<file path="src/rtl/data_mem_pkg.sv">
// Shared constants and types for the data-memory arbiter and its round-robin core.
package data_mem_pkg;
   localparam int ADDR_W    = 8;
   localparam int DATA_W    = 8;
   localparam int MEM_DEPTH = 255;

   typedef logic [ADDR_W-1:0] addr_t;
   typedef logic [DATA_W-1:0] data_t;

   typedef enum logic {PORT0 = 1'b0, PORT1 = 1'b1} port_t;
endpackage

</file>
<file path="src/rtl/rr_arb2.sv">
// Two-way round-robin arbiter with owner lock; purely combinational, one-hot or zero grant.
module rr_arb2
   import data_mem_pkg::*;
(
   input  logic [1:0] req,
   input  port_t      last_owner,
   input  logic       lock_held,
   output logic [1:0] gnt
);

   always_comb begin
      gnt = 2'b00;
      if (lock_held && req[last_owner]) begin
         gnt[last_owner] = 1'b1;
      end else if (req == 2'b11) begin
         // on a tie the port that did not own the last access goes next
         gnt = (last_owner == PORT1) ? 2'b01 : 2'b10;
      end else begin
         gnt = req;
      end
   end

endmodule

</file>
<file path="src/rtl/data_mem_arbiter.sv">
// Shares the single-ported data memory between the load/store stage (port 0) and a
// secondary master (port 1); one access per cycle, read data returned one cycle later.
module data_mem_arbiter #(
   parameter int ADDR_W    = data_mem_pkg::ADDR_W,
   parameter int DATA_W    = data_mem_pkg::DATA_W,
   parameter int MEM_DEPTH = data_mem_pkg::MEM_DEPTH
) (
   input  logic              clk,
   input  logic              reset,
   input  logic [1:0]        req,
   input  logic [1:0]        we,
   input  logic [1:0]        lock,
   input  logic [ADDR_W-1:0] addr0,
   input  logic [ADDR_W-1:0] addr1,
   input  logic [DATA_W-1:0] wdata0,
   input  logic [DATA_W-1:0] wdata1,
   output logic [1:0]        gnt,
   output logic [1:0]        rvalid,
   output logic [DATA_W-1:0] rdata,
   output logic [1:0]        err,
   output logic              mem_read,
   output logic              mem_write,
   output logic [ADDR_W-1:0] mem_addr,
   output logic [DATA_W-1:0] mem_wdata,
   input  logic [DATA_W-1:0] mem_rdata
);
   import data_mem_pkg::*;

   localparam logic [ADDR_W:0] DEPTH_L = (ADDR_W+1)'(MEM_DEPTH);

   port_t             last_owner;
   logic              lock_held;
   logic [1:0]        arb_gnt;
   port_t             winner;
   logic              any_gnt;
   logic              sel_we;
   logic              in_range;
   logic [ADDR_W-1:0] sel_addr;
   logic [DATA_W-1:0] sel_wdata;

   logic [1:0]        rvalid_p1;
   logic [1:0]        err_p1;
   logic [DATA_W-1:0] rdata_p1;

   rr_arb2 u_arb (
      .req        (req),
      .last_owner (last_owner),
      .lock_held  (lock_held),
      .gnt        (arb_gnt)
   );

   // stage 0: grant, request mux and range check
   always_comb begin
      gnt       = reset ? 2'b00 : arb_gnt;
      any_gnt   = |gnt;
      winner    = gnt[1] ? PORT1 : PORT0;
      sel_addr  = (winner == PORT1) ? addr1 : addr0;
      sel_wdata = (winner == PORT1) ? wdata1 : wdata0;
      sel_we    = we[winner];
      in_range  = {1'b0, sel_addr} < DEPTH_L;
      // out-of-range accesses are granted but never reach the memory
      mem_read  = any_gnt & ~sel_we & in_range;
      mem_write = any_gnt & sel_we & in_range;
      mem_addr  = any_gnt ? sel_addr : '0;
      mem_wdata = any_gnt ? sel_wdata : '0;
   end

   // stage 1: owner/lock state and read-return registers
   always_ff @(posedge clk) begin
      if (reset) begin
         last_owner <= PORT1;
         lock_held  <= 1'b0;
         rvalid_p1  <= 2'b00;
         err_p1     <= 2'b00;
         rdata_p1   <= '0;
      end else begin
         rvalid_p1 <= 2'b00;
         err_p1    <= 2'b00;
         if (any_gnt) begin
            last_owner <= winner;
            lock_held  <= lock[winner];
            if (!sel_we) begin
               rvalid_p1[winner] <= 1'b1;
               rdata_p1          <= in_range ? mem_rdata : '0;
            end
            if (!in_range) err_p1[winner] <= 1'b1;
         end else begin
            lock_held <= 1'b0;
         end
      end
   end

   assign rvalid = rvalid_p1;
   assign err    = err_p1;
   assign rdata  = rdata_p1;

endmodule

</file>
<file path="config.mk">
export PLATFORM = sky130hd
export DESIGN_NAME = data_mem_arbiter
export DESIGN_NICKNAME = d
export VERILOG_FILES = /design/src/rtl/data_mem_pkg.sv /design/src/rtl/rr_arb2.sv /design/src/rtl/data_mem_arbiter.sv
export SDC_FILE = /design/constraint.sdc
export NUM_CORES = 1
export LEC_CHECK = 0
export BUFFER_PORTS_ARGS = -buffer_cell sky130_fd_sc_hd__buf_2
export CORE_AREA = 2 2 53 55
export CTS_BUF_LIST = sky130_fd_sc_hd__clkbuf_4 sky130_fd_sc_hd__clkbuf_8 sky130_fd_sc_hd__clkbuf_16
export CTS_CLUSTER_SIZE = 24
export DETAILED_ROUTE_END_ITERATION = 10
export DIE_AREA = 0 0 55 57
export PLACE_DENSITY = 0.84
export SETUP_SLACK_MARGIN = 0.05
export SLEW_MARGIN = 10
export SYNTH_ARGS = -nofsm -noshare
export SYNTH_HDL_FRONTEND = slang
export SYNTH_SLANG_ARGS = --single-unit
</file>
<file path="constraint.sdc">
create_clock -name clk -period 4.8 [get_ports clk]
set_input_delay 0.96 -clock clk [delete_from_list [all_inputs] [get_ports clk]]
set_output_delay 0.96 -clock clk [all_outputs]
set_load 0.005 [all_outputs]
</file>
=== Word-level counts from Yosys, hierarchy flattened ===
Index checks and enable logic that the tools add are counted.
Widths: inputs -> output; s select.

* Register bits after elaboration: 14
* Input bits: 48
* Word-level logic and storage cells: 45
* Output and inout port bits: 32

* Bitwise gates (word level): 6
* Mux-type cells: 20
* Order comparisons: 5
* Equality and inequality tests: 1
* Reduce and logical (&&, ||, !) cells: 8

{| class="wikitable"
|+ Operators by type and width
! kind !! count
|-
| $mux 8 || 5
|-
| $mux 1 || 9
|-
| $lt 8x8->1 const B || 1
|-
| $mux 2 || 4
|-
| $reduce_or 3->1 || 2
|-
| $and 1x1->1 || 4
|-
| $lt 1x2->1 const B || 2
|-
| $reduce_or 2->1 || 2
|-
| $logic_and 1x1->1 || 3
|-
| $demux 1 s1 || 2
|-
| $eq 2x2->1 const B || 1
|-
| $ge 1x1->1 const B || 2
|-
| $not 1->1 || 2
|-
| $reduce_and 2->1 || 1
|}

=== Logic depth before layout (Yosys ltp) ===
Gate-level depths: netlist of the first run.

* Depth in word-level cells: 12
* Gate-level depth with buffers: 5
* Gate-level depth less buffers: 4

=== Hierarchy ===
Synthesis of the first run repeated with hierarchy kept, for this count alone.

* Cell total of the unflattened synthesis: 73
* Area total of the unflattened synthesis: 720.7 um^2

{| class="wikitable"
|+ Modules (own cells, without submodules)
! module !! cells each !! instances !! area each (um^2) !! sequential area each (um^2)
|-
| data_mem_arbiter || 69 || 1 || 695.7 || 280.3
|-
| rr_arb2 || 4 || 1 || 25.0 || 0.0
|}

=== Worst setup path after synthesis of the first run ===
OpenSTA, ideal clock, no wires.

* Path type: input port to output port
* Start: input req[0]
* End: output mem_write
* Required time: 3.840 ns
* Stages: 4
* Buffers on the path: 1
* Slack: 1.731 ns
* Arrival: 2.109 ns
* Cell sequence: clkbuf_1 -> a211oi_4 -> mux2_4 -> nor4_4

* Longest elaborated chain between the ends: 10
* Elaborated cells between the ends (all ways): 15
* Those cells by class: order compare (1); eq/ne (1); mux (9); bitwise (2); reduce/logical (2)

{| class="wikitable"
|+ Ends and longest elaborated chain
! element !! line !! source
|-
| from (decl) || data_mem_arbiter.sv:10 || <nowiki>input logic [1:0] req,</nowiki>
|-
| $mux 1 (implied by the code) (2 in series) || rr_arb2.sv:13 || <nowiki>if (lock_held && req[last_owner]) begin</nowiki>
|-
| $logic_and 1x1->1 || rr_arb2.sv:13 ||
|-
| $mux 2 * || rr_arb2.sv:13 ||
|-
| $mux 2 * || data_mem_arbiter.sv:54 || <nowiki>gnt = reset ? 2'b00 : arb_gnt;</nowiki>
|-
| parallel branches: the longest is 4 deep, another holds $lt 8x8->1 || -- ||
|-
| $and 1x1->1 * || data_mem_arbiter.sv:63 || <nowiki>mem_write = any_gnt & sel_we & in_range;</nowiki>
|-
| to (decl) || data_mem_arbiter.sv:22 || <nowiki>output logic mem_write,</nowiki>
|}

Mark *: on every way between the ends. The select of a mux whose other input is x is not followed.

=== Final worst setup path of the first run ===
* Start: input reset
* End: output mem_write

* Longest elaborated chain between the ends: 6
* Elaborated cells between the ends (all ways): 9
* Those cells by class: order compare (1); mux (5); bitwise (2); reduce/logical (1)

{| class="wikitable"
|+ Ends and longest elaborated chain
! element !! line !! source
|-
| from (decl) || data_mem_arbiter.sv:9 || <nowiki>input logic reset,</nowiki>
|-
| $mux 2 * || data_mem_arbiter.sv:54 ||
|-
| parallel branches: the longest is 4 deep, another holds $lt 8x8->1 || -- ||
|-
| $and 1x1->1 * || data_mem_arbiter.sv:63 ||
|}

Marks and branches as above.

==> results_dict.tcl, run 1 <==
set metrics [dict create \
    p_int_w 0.000218 \
    synth_seq_area_share 0.271 \
    dieWidth_um 55 \
    tritoncts "yes" \
    p_seq_frac 0.410 \
    cts_resized 0 \
    syn-cell-area_mm2 0.00104 \
    power_density_mw_per_mm2 210 \
    end_kind "output port" \
    port_buffers 79 \
    p_sw_w 0.0000911 \
    start_util 0.396 \
    crit_family "buffers and inverters" \
    antenna_found_initial 0 \
    cts_buffer_depth 2 \
    hold_depth 2 \
    drc_errors 0 \
    path_clk_slew_ps 80 \
    hold_class "register to register" \
    crit_type "input port to output port" \
    post_synth.cell_area_avg_um2 8.78 \
    worstPathMaxFanout 23 \
    tns_ps 0 \
    yosys_warnings 0 \
    max-cap-violations 0 \
    fin_nets 244 \
    routed_wl_um 2610 \
    numCtsBuffers 3 \
    vias 1130 \
    arrival_ps 2630 \
    wl_per_cell_um 11.5 \
    overflow 0 \
    cts_root_buf "clkbuf_4" \
    path_depth 6 \
    grt_max_degree 24 \
    detailed_place_hpwl_um 2100 \
    drive_above_1_share 0.508 \
    clk_latency_ps 280 \
    fp.coreArea_mm2 0.00262 \
    cpMostUsedCell "buf_2" \
    grt_pass1_vias 1022 \
    maxClockFrequency_mhz 278 \
    slowest_stage "mux2_4" \
    antenna_left 0 \
    hold_violations 0 \
    timing.final.crit_share 0.748 \
    synth.distinct_cells 25 \
    p_clk_frac 0.274 \
    setup_violations 0 \
    maxSlewHeadroom 0.673 \
    synth_edf_count 0 \
    path_cells "buf_2 -> a211oi_4 -> buf_4 -> mux2_4 -> nor4_4 -> buf_2" \
    outcome "complete, no violations" \
    final_common_cell "buf_2" \
    use_met3 0.0183 \
    slowest_delay_ps 420 \
    power_frac_comb 0.315 \
    rsz0062_at_grt "false" \
    critical_path.startpoint_type "input port" \
    dieArea_mm2 0.00314 \
    vdd_drop_max_mv 0.133 \
    syn2layout_area_growth_pct 42.1 \
    synth_nets 166 \
    final_cell_mix "79 x buf_2, 21 x nor2_1, 17 x mux2i_1" \
    post-route-min-period_ps 3590 \
    power_leakage_nw 0.718 \
    cts_num_sinks 14 \
    grt_use_met1 0.212 \
    required_ps 3840 \
    fin_skew_ps 2.13 \
    maxSlewViolCount 0 \
    synth-seq-cells 14 \
    grt_usage 0.172 \
    place_congestion 0.743 \
    hold_buffers 0 \
    rows 19 \
    finalPower_w 0.000309 \
    h-tree-depth 1 \
    grt_pass1_wl_um 4110 \
    netlist_instances 118 \
    ios 80 \
    dieHeight_um 57 \
    viasPerCell 5.00 \
    antenna_cells 0 \
    path_buf_inv 3 \
    cts_setup_buffers 0 \
    ys.flop_type "dfxtp_1" \
    reg2reg_depth 5 \
    top_usage_layer "met2" \
    use_met2 0.303 \
    tightest_slew_ps 490 \
    drt_iter0_drc 16 \
    synthArstFlopShare 0 \
    dr.pass1.iters 4 \
    sw_frac_of_total 0.295 \
]
## worst min-delay path, cell delays in order (launching register included)
cell     delay [ps]
dfxtp_1         310
inv_1            60
o32ai_2          80
## metrics by stage
stage               worst slack, ps  std cells  instance area, um2  hold slack (ps)   util
floorplan                      1730        118                1040              488      -
finish                         1210        226                1470              497  0.563
global placement               1210        222                1440              484  0.549
global route                   1110        226                1470              526  0.563
detailed placement             1180        222                1440              491  0.549
CTS                            1180        226                1470              504  0.563
## metal layers
metal,up-vias,part of all wire
li1,568,-
met1,498,0.41
met2,61,0.49
met3,3,0.094
met4,0,0.0088
met5,-,0
## cell families after synthesis
family,synth area share
buffers and inverters,0.0870
DFF,0.271
AOI/OAI and AO/OA,0.232
and+or+nand+nor,0.216
muxes,0.179
xor gates and xnor gates,0.0157
## area by class of cell
type	instances	area, um2
Multi-Input combinational cell	85	666
Tap cell	31	38.8
Sequential cell	14	280
Fill cell	254	1140
Clock buffer	4	36.3
Timing Repair Buffer	81	410
Inverter	11	41.3
## cell usage after synthesis, types with 2 or more instances
cell type | instances | share of area
a21oi_1 | 2 | 0.0097
buf_4 | 3 | 0.022
clkbuf_1 | 4 | 0.014
dfxtp_1 | 14 | 0.27
inv_1 | 11 | 0.040
mux2i_1 | 17 | 0.16
nand4_1 | 4 | 0.024
nor2_1 | 21 | 0.076
nor2b_1 | 9 | 0.054
nor4_1 | 2 | 0.012
o21ai_0 | 10 | 0.048
o32ai_2 | 8 | 0.13
## registers in the layout, indices dropped and copies added, names as in the netlist
register	count
last_owner	1
err	2
lock_held	1
rdata	8
rvalid	2
## final timing paths
kind | start | to | slack [ps]
worst max-delay path | reset | mem_write | 1210
worst min-delay path | rdata[0] | rdata[0] | 500
worst max register to register | last_owner | rdata[4] | 3030
worst min register to register | rdata[0] | rdata[0] | 500
## power groups by stage
stage,clock network [W],registers (W),logic [W]
2_1_floorplan,0,0.000130,0.0000566
3_3_place_gp,0,0.000130,0.0000965
3_5_place_dp,0,0.000130,0.0000983
4_1_cts,0.0000861,0.000127,0.0000990
5_1_grt,0.0000895,0.000128,0.000109
6_report,0.0000848,0.000127,0.0000976
Power figures use the tool's default switching activity.
==> run 2: changes to the inputs <==
CORE_AREA = 2 2 55 57   (was 2 2 53 55)
DIE_AREA = 0 0 57 59   (was 0 0 55 57)
PLACE_DENSITY = 0.79   (was 0.84)
clock period = 3.7 ns   (was 4.8 ns; I/O delays follow)
==> run 2 against run 1 <==
Compared with the run above:
- sequential power rose by 30%
- clock skew rose by 2.1 ps
- critical path type unchanged
- first-iteration DRC count up 44%
- hold slack got worse by 1.9 ps
- count of clock-buffer cells in the layout did not move
==> results_dict.tcl, run 2 (synthesis gave the netlist of run 1 again) <==
set metrics [dict create \
    finalPower_w 0.000404 \
    ios 80 \
    wl_met2_um 1280 \
    dieArea_mm2 0.00336 \
    final_common_cell "buf_2" \
    rows 19 \
    antenna_found_initial 0 \
    dieHeight_um 59 \
    reg2reg_depth 5 \
    critical_path.startpoint_type "input port" \
    worstPathMaxFanout 23 \
    clk_latency_ps 290 \
    grt_max_degree 24 \
    place_ws_ps 787 \
    drc_errors 0 \
    post-route-util 0.546 \
    r2r_end "rdata[7]" \
    hold_start "rdata[1]" \
    vias 1126 \
    outcome "complete, no violations" \
    numCtsBuffers 3 \
    dr.pass1.iters 4 \
    tightest_slew_ps 482 \
    wl_per_cell_um 12.1 \
    largest_register_ffs 8 \
    cts_root_buf "clkbuf_4" \
    detailed_place_hpwl_um 2230 \
    hold_depth 2 \
    rsz0062_at_grt "false" \
    top_layer_used "met4" \
    antenna_left 0 \
    cts_buffer_depth 2 \
    hold_class "register to register" \
    final_cell_mix "79 x buf_2, 21 x nor2_1, 17 x mux2i_1" \
    required_ps 2960 \
    worstHoldEndpoint "rdata[1]" \
    path_clk_slew_ps 80 \
    drt_iter0_drc 23 \
    grt_usage 0.169 \
    maxSlewViolCount 0 \
    place_congestion 0.725 \
    end_kind "output port" \
    drive_above_1_share 0.510 \
    cts_num_sinks 14 \
    overflow 0 \
    tritoncts "yes" \
    hold_violations 0 \
    reg2reg_from "last_owner" \
    timing.final.crit_share 0.780 \
    h-tree-depth 1 \
    maxSlewHeadroom 0.679 \
    cts_resized 0 \
    vdd_drop_max_mv 0.233 \
    syn2layout_area_growth_pct 42.9 \
    routed_wl_um 2760 \
    start_util 0.382 \
    tns_ps 0 \
    met3WireLength_um 360 \
    cts_setup_buffers 0 \
    setup_violations 0 \
    hold_buffers 0 \
    nFillCells 268 \
    dieWidth_um 57 \
    rrSetupSlack_ps 2060 \
    grt_pass1_wl_um 4350 \
    setup_slack_ps 815 \
    power_density_mw_per_mm2 273 \
    fp.coreArea_mm2 0.00271 \
    power_leakage_nw 0.723 \
    crit_type "input port to output port" \
    max-cap-violations 0 \
    wl_met1_um 1090 \
    post-route-min-period_ps 2880 \
    grt_pass1_vias 1028 \
    viasPerCell 4.96 \
    port_buffers 79 \
    fin_skew_ps 4.24 \
    antenna_cells 0 \
    maxClockFrequency_mhz 347 \
    fin_nets 245 \
    arrival_ps 2140 \
]
==> run 2: cell count changes in the layout (fill, tap and decap cells not counted), sizes merged <==
cell  before  now
buf       81   82
==> run 2: layer usage <==
layer  vias to the layer above  global-route usage
met5                         -                   0
met4                         0              0.0399
met3                         4              0.0721
met2                        68               0.304
met1                       486               0.184
li1                        568                   -
==> run 2: report_power, final <==
| group | switching, W | leakage, nW | total [W] | internal (W) |
|---|---|---|---|---|
| Clock | 0.0000508 | 0.0210 | 0.000111 | 0.0000600 |
| Sequential | 0.00000513 | 0.115 | 0.000165 | 0.000160 |
| Combinational | 0.0000638 | 0.588 | 0.000129 | 0.0000647 |
==> run 2: cell type report <==
class,instances,area (um2),share of cell area
Timing Repair Buffer,82,418,0.282
Tap cell,31,38.8,0.0262
Sequential cell,14,280,0.189
Multi-Input combinational cell,85,666,0.450
Clock buffer,4,36.3,0.0245
Inverter,11,41.3,0.0279
==> run 2: worst max path at each step <==
stage	from	endpoint	cells after the start
final	reset	mem_write	6
after global routing	reset	mem_write	6
after CTS	reset	mem_write	6
after detailed placement	reset	mem_write	6
after global placement	reset	mem_write	6
after floorplan	req[0]	mem_write	4
==> run 2: critical path, stage by stage <==
cell	delay, ps
buf_2	250
a211oi_4	310
buf_4	350
nor2b_1	290
nor4_4	70
buf_2	140
==> run 2: through the flow <==
stage	hold slack [ps]	area [um2]	instances
floorplan	488	1040	118
global placement	479	1440	223
detailed placement	487	1440	223
CTS	500	1480	227
global route	519	1480	227
finish	495	1480	227
==> run 3: changes to the inputs <==
ABC_AREA = 1   (was default)
CORE_AREA = 2 2 58 60   (was 2 2 55 57)
DIE_AREA = 0 0 60 62   (was 0 0 57 59)
PLACE_DENSITY = 0.74   (was 0.79)
clock period = 2.6 ns   (was 3.7 ns; I/O delays follow)
==> run 3 against run 2 <==
Compared with the run above:
- count of clock-buffer cells in the layout is 1 lower
- global-route usage fell by 2.4 points
- final area rose by 0.76%
- synthesized area is 0.60% lower
- first-iteration DRC count increased by 30%
- critical path type unchanged
- sequential share of layout area decreased by 0.14 points
- highest routed layer unchanged
==> results_dict.tcl, run 3 <==
set metrics [dict create \
    critical_path.startpoint_type "input port" \
    arrival_ps 1890 \
    numCtsBuffers 3 \
    synth_seq_area_share 0.272 \
    detailed_place_hpwl_um 2280 \
    synth_edf_count 0 \
    antenna_left 0 \
    yosys_warnings 0 \
    tns_ps 0 \
    hold_class "input port to register" \
    synth.distinct_cells 22 \
    drive_above_1_share 0.448 \
    cts_root_buf "clkbuf_4" \
    dieArea_mm2 0.00372 \
    regArea_um2 280 \
    holdWs_ps 424 \
    fin_nets 298 \
    synth_nets 216 \
    place_congestion 0.786 \
    dr.pass1.iters 4 \
    netlist.area_leader.share 0.272 \
    yosys.cell_count.top_type "nand2_1" \
    ys_top_cells_by_area "dfxtp_1 27%, nand2_1 24%, nand3_1 9.7%" \
    synth.largest_area_cell "dfxtp_1" \
    top_usage_layer "met2" \
    grt_use_met1 0.178 \
    timing.final.crit_share 0.927 \
    setup_slack_ps 189 \
    final_common_cell "buf_2" \
    use_met2 0.272 \
    yosys-top-cells-count "67 x nand2_1, 21 x inv_1, 20 x nand3_1" \
    vdd_drop_max_mv 0.141 \
    grt_pass1_wl_um 4240 \
    syn-cell-area_mm2 0.00103 \
    crit_type "input port to output port" \
    drc_errors 0 \
    rows 21 \
    post-route-min-period_ps 2410 \
    cts_buffer_depth 2 \
    ys.flop_type "dfxtp_1" \
    maxClockFrequency_mhz 415 \
    multi_input_area_um2 612 \
    fin_skew_ps 6.90 \
    wl_per_cell_um 9.94 \
    drt_iter0_drc 30 \
    grt_max_degree 25 \
    dp_cells 288 \
    ios 80 \
    hold_buffers 0 \
    netlist_instances 168 \
    placed_area_mm2 0.00143 \
    cts_num_sinks 14 \
    maxSlewHeadroom 0.780 \
    largest_register_ffs 8 \
    grt_pass1_vias 1081 \
    final_cell_mix "79 x buf_2, 67 x nand2_1, 21 x inv_1" \
    required_ps 2080 \
    routed_wl_um 2920 \
    design_area_mm2 0.00149 \
    grt_usage 0.144 \
    tightest_slew_ps 330 \
    dieWidth_um 60 \
    post_synth.cell_area_avg_um2 6.13 \
    overflow 0 \
    final_cells 294 \
    power_leakage_nw 0.991 \
    power_density_mw_per_mm2 397 \
    use_met3 0.00621 \
    rsz0062_at_grt "false" \
    path_clk_slew_ps 80 \
    place_ws_ps 64.9 \
    syn2layout_area_growth_pct 44.8 \
    vias 1263 \
    maxSlewViolCount 0 \
    outcome "complete, no violations" \
    dieHeight_um 62 \
    antenna_found_initial 0 \
    fp.coreArea_mm2 0.00318 \
    worstPathMaxFanout 12 \
    tritoncts "yes" \
    synth-seq-cells 14 \
    end_kind "output port" \
    synthArstFlopShare 0 \
    clk_latency_ps 280 \
    viasPerCell 4.30 \
    hold_violations 0 \
    start_util 0.324 \
    h-tree-depth 1 \
    nFillCells 342 \
    antenna_cells 0 \
    max-cap-violations 0 \
    setup_violations 0 \
    port_buffers 79 \
]
run 3: worst paths after layout:
check	start	to	slack, ps	depth (start not counted)
worst max-delay path	req[1]	mem_write	190	12
worst min-delay path	we[1]	rvalid[1]	420	2
worst max register to register	last_owner	rdata[6]	990	12
worst min register to register	rdata[3]	rdata[3]	460	2
run 3: cells by family after synthesis:
group | share of synthesized area
buf+inv | 0.153
compound gates | 0.0547
flops | 0.272
simple gates | 0.520
run 3: metrics by stage:
stage / power, W / utilization
after floorplan: 0.000381 / -
after global placement: 0.000462 / 0.451
after detailed placement: 0.000464 / 0.451
after CTS: 0.000583 / 0.458
after global routing: 0.000628 / 0.469
final: 0.000592 / 0.469
run 3: report_power, final:
group	switching, W	internal (W)
combinational	0.000135	0.000100
clock	0.0000709	0.0000537
sequential	0.00000524	0.000227
run 3: layer usage:
layer / wire, um / part of all wire / vias to the layer above
li1: - / - / 675
met1: 1300 / 0.44 / 557
met2: 1490 / 0.51 / 27
met3: 96 / 0.033 / 4
met4: 31 / 0.011 / 0
met5: 0 / 0 / -
run 3: layout make-up:
class / instances / area share
tap: 46 / 0.0386
multi-input combinational: 123 / 0.410
sequential: 14 / 0.188
clock buffer: 3 / 0.0151
inverter: 26 / 0.0680
timing repair buffer: 82 / 0.280
run 3: what timing repair did:
item                                    CTS  global route
resized for setup                         0             1
endpoints found under the setup margin    0             8
buffers inserted                          0             2
run 3: critical path, stage by stage:
cell and delay [ps]:
buf_2 120, nand3_1 140, nand3_4 200, nand2_8 180
nand2_1 60, nand2_1 100, nand2_1 70, nor2_2 140
nand2_4 110, inv_2 80, nor3b_2 40, buf_2 130
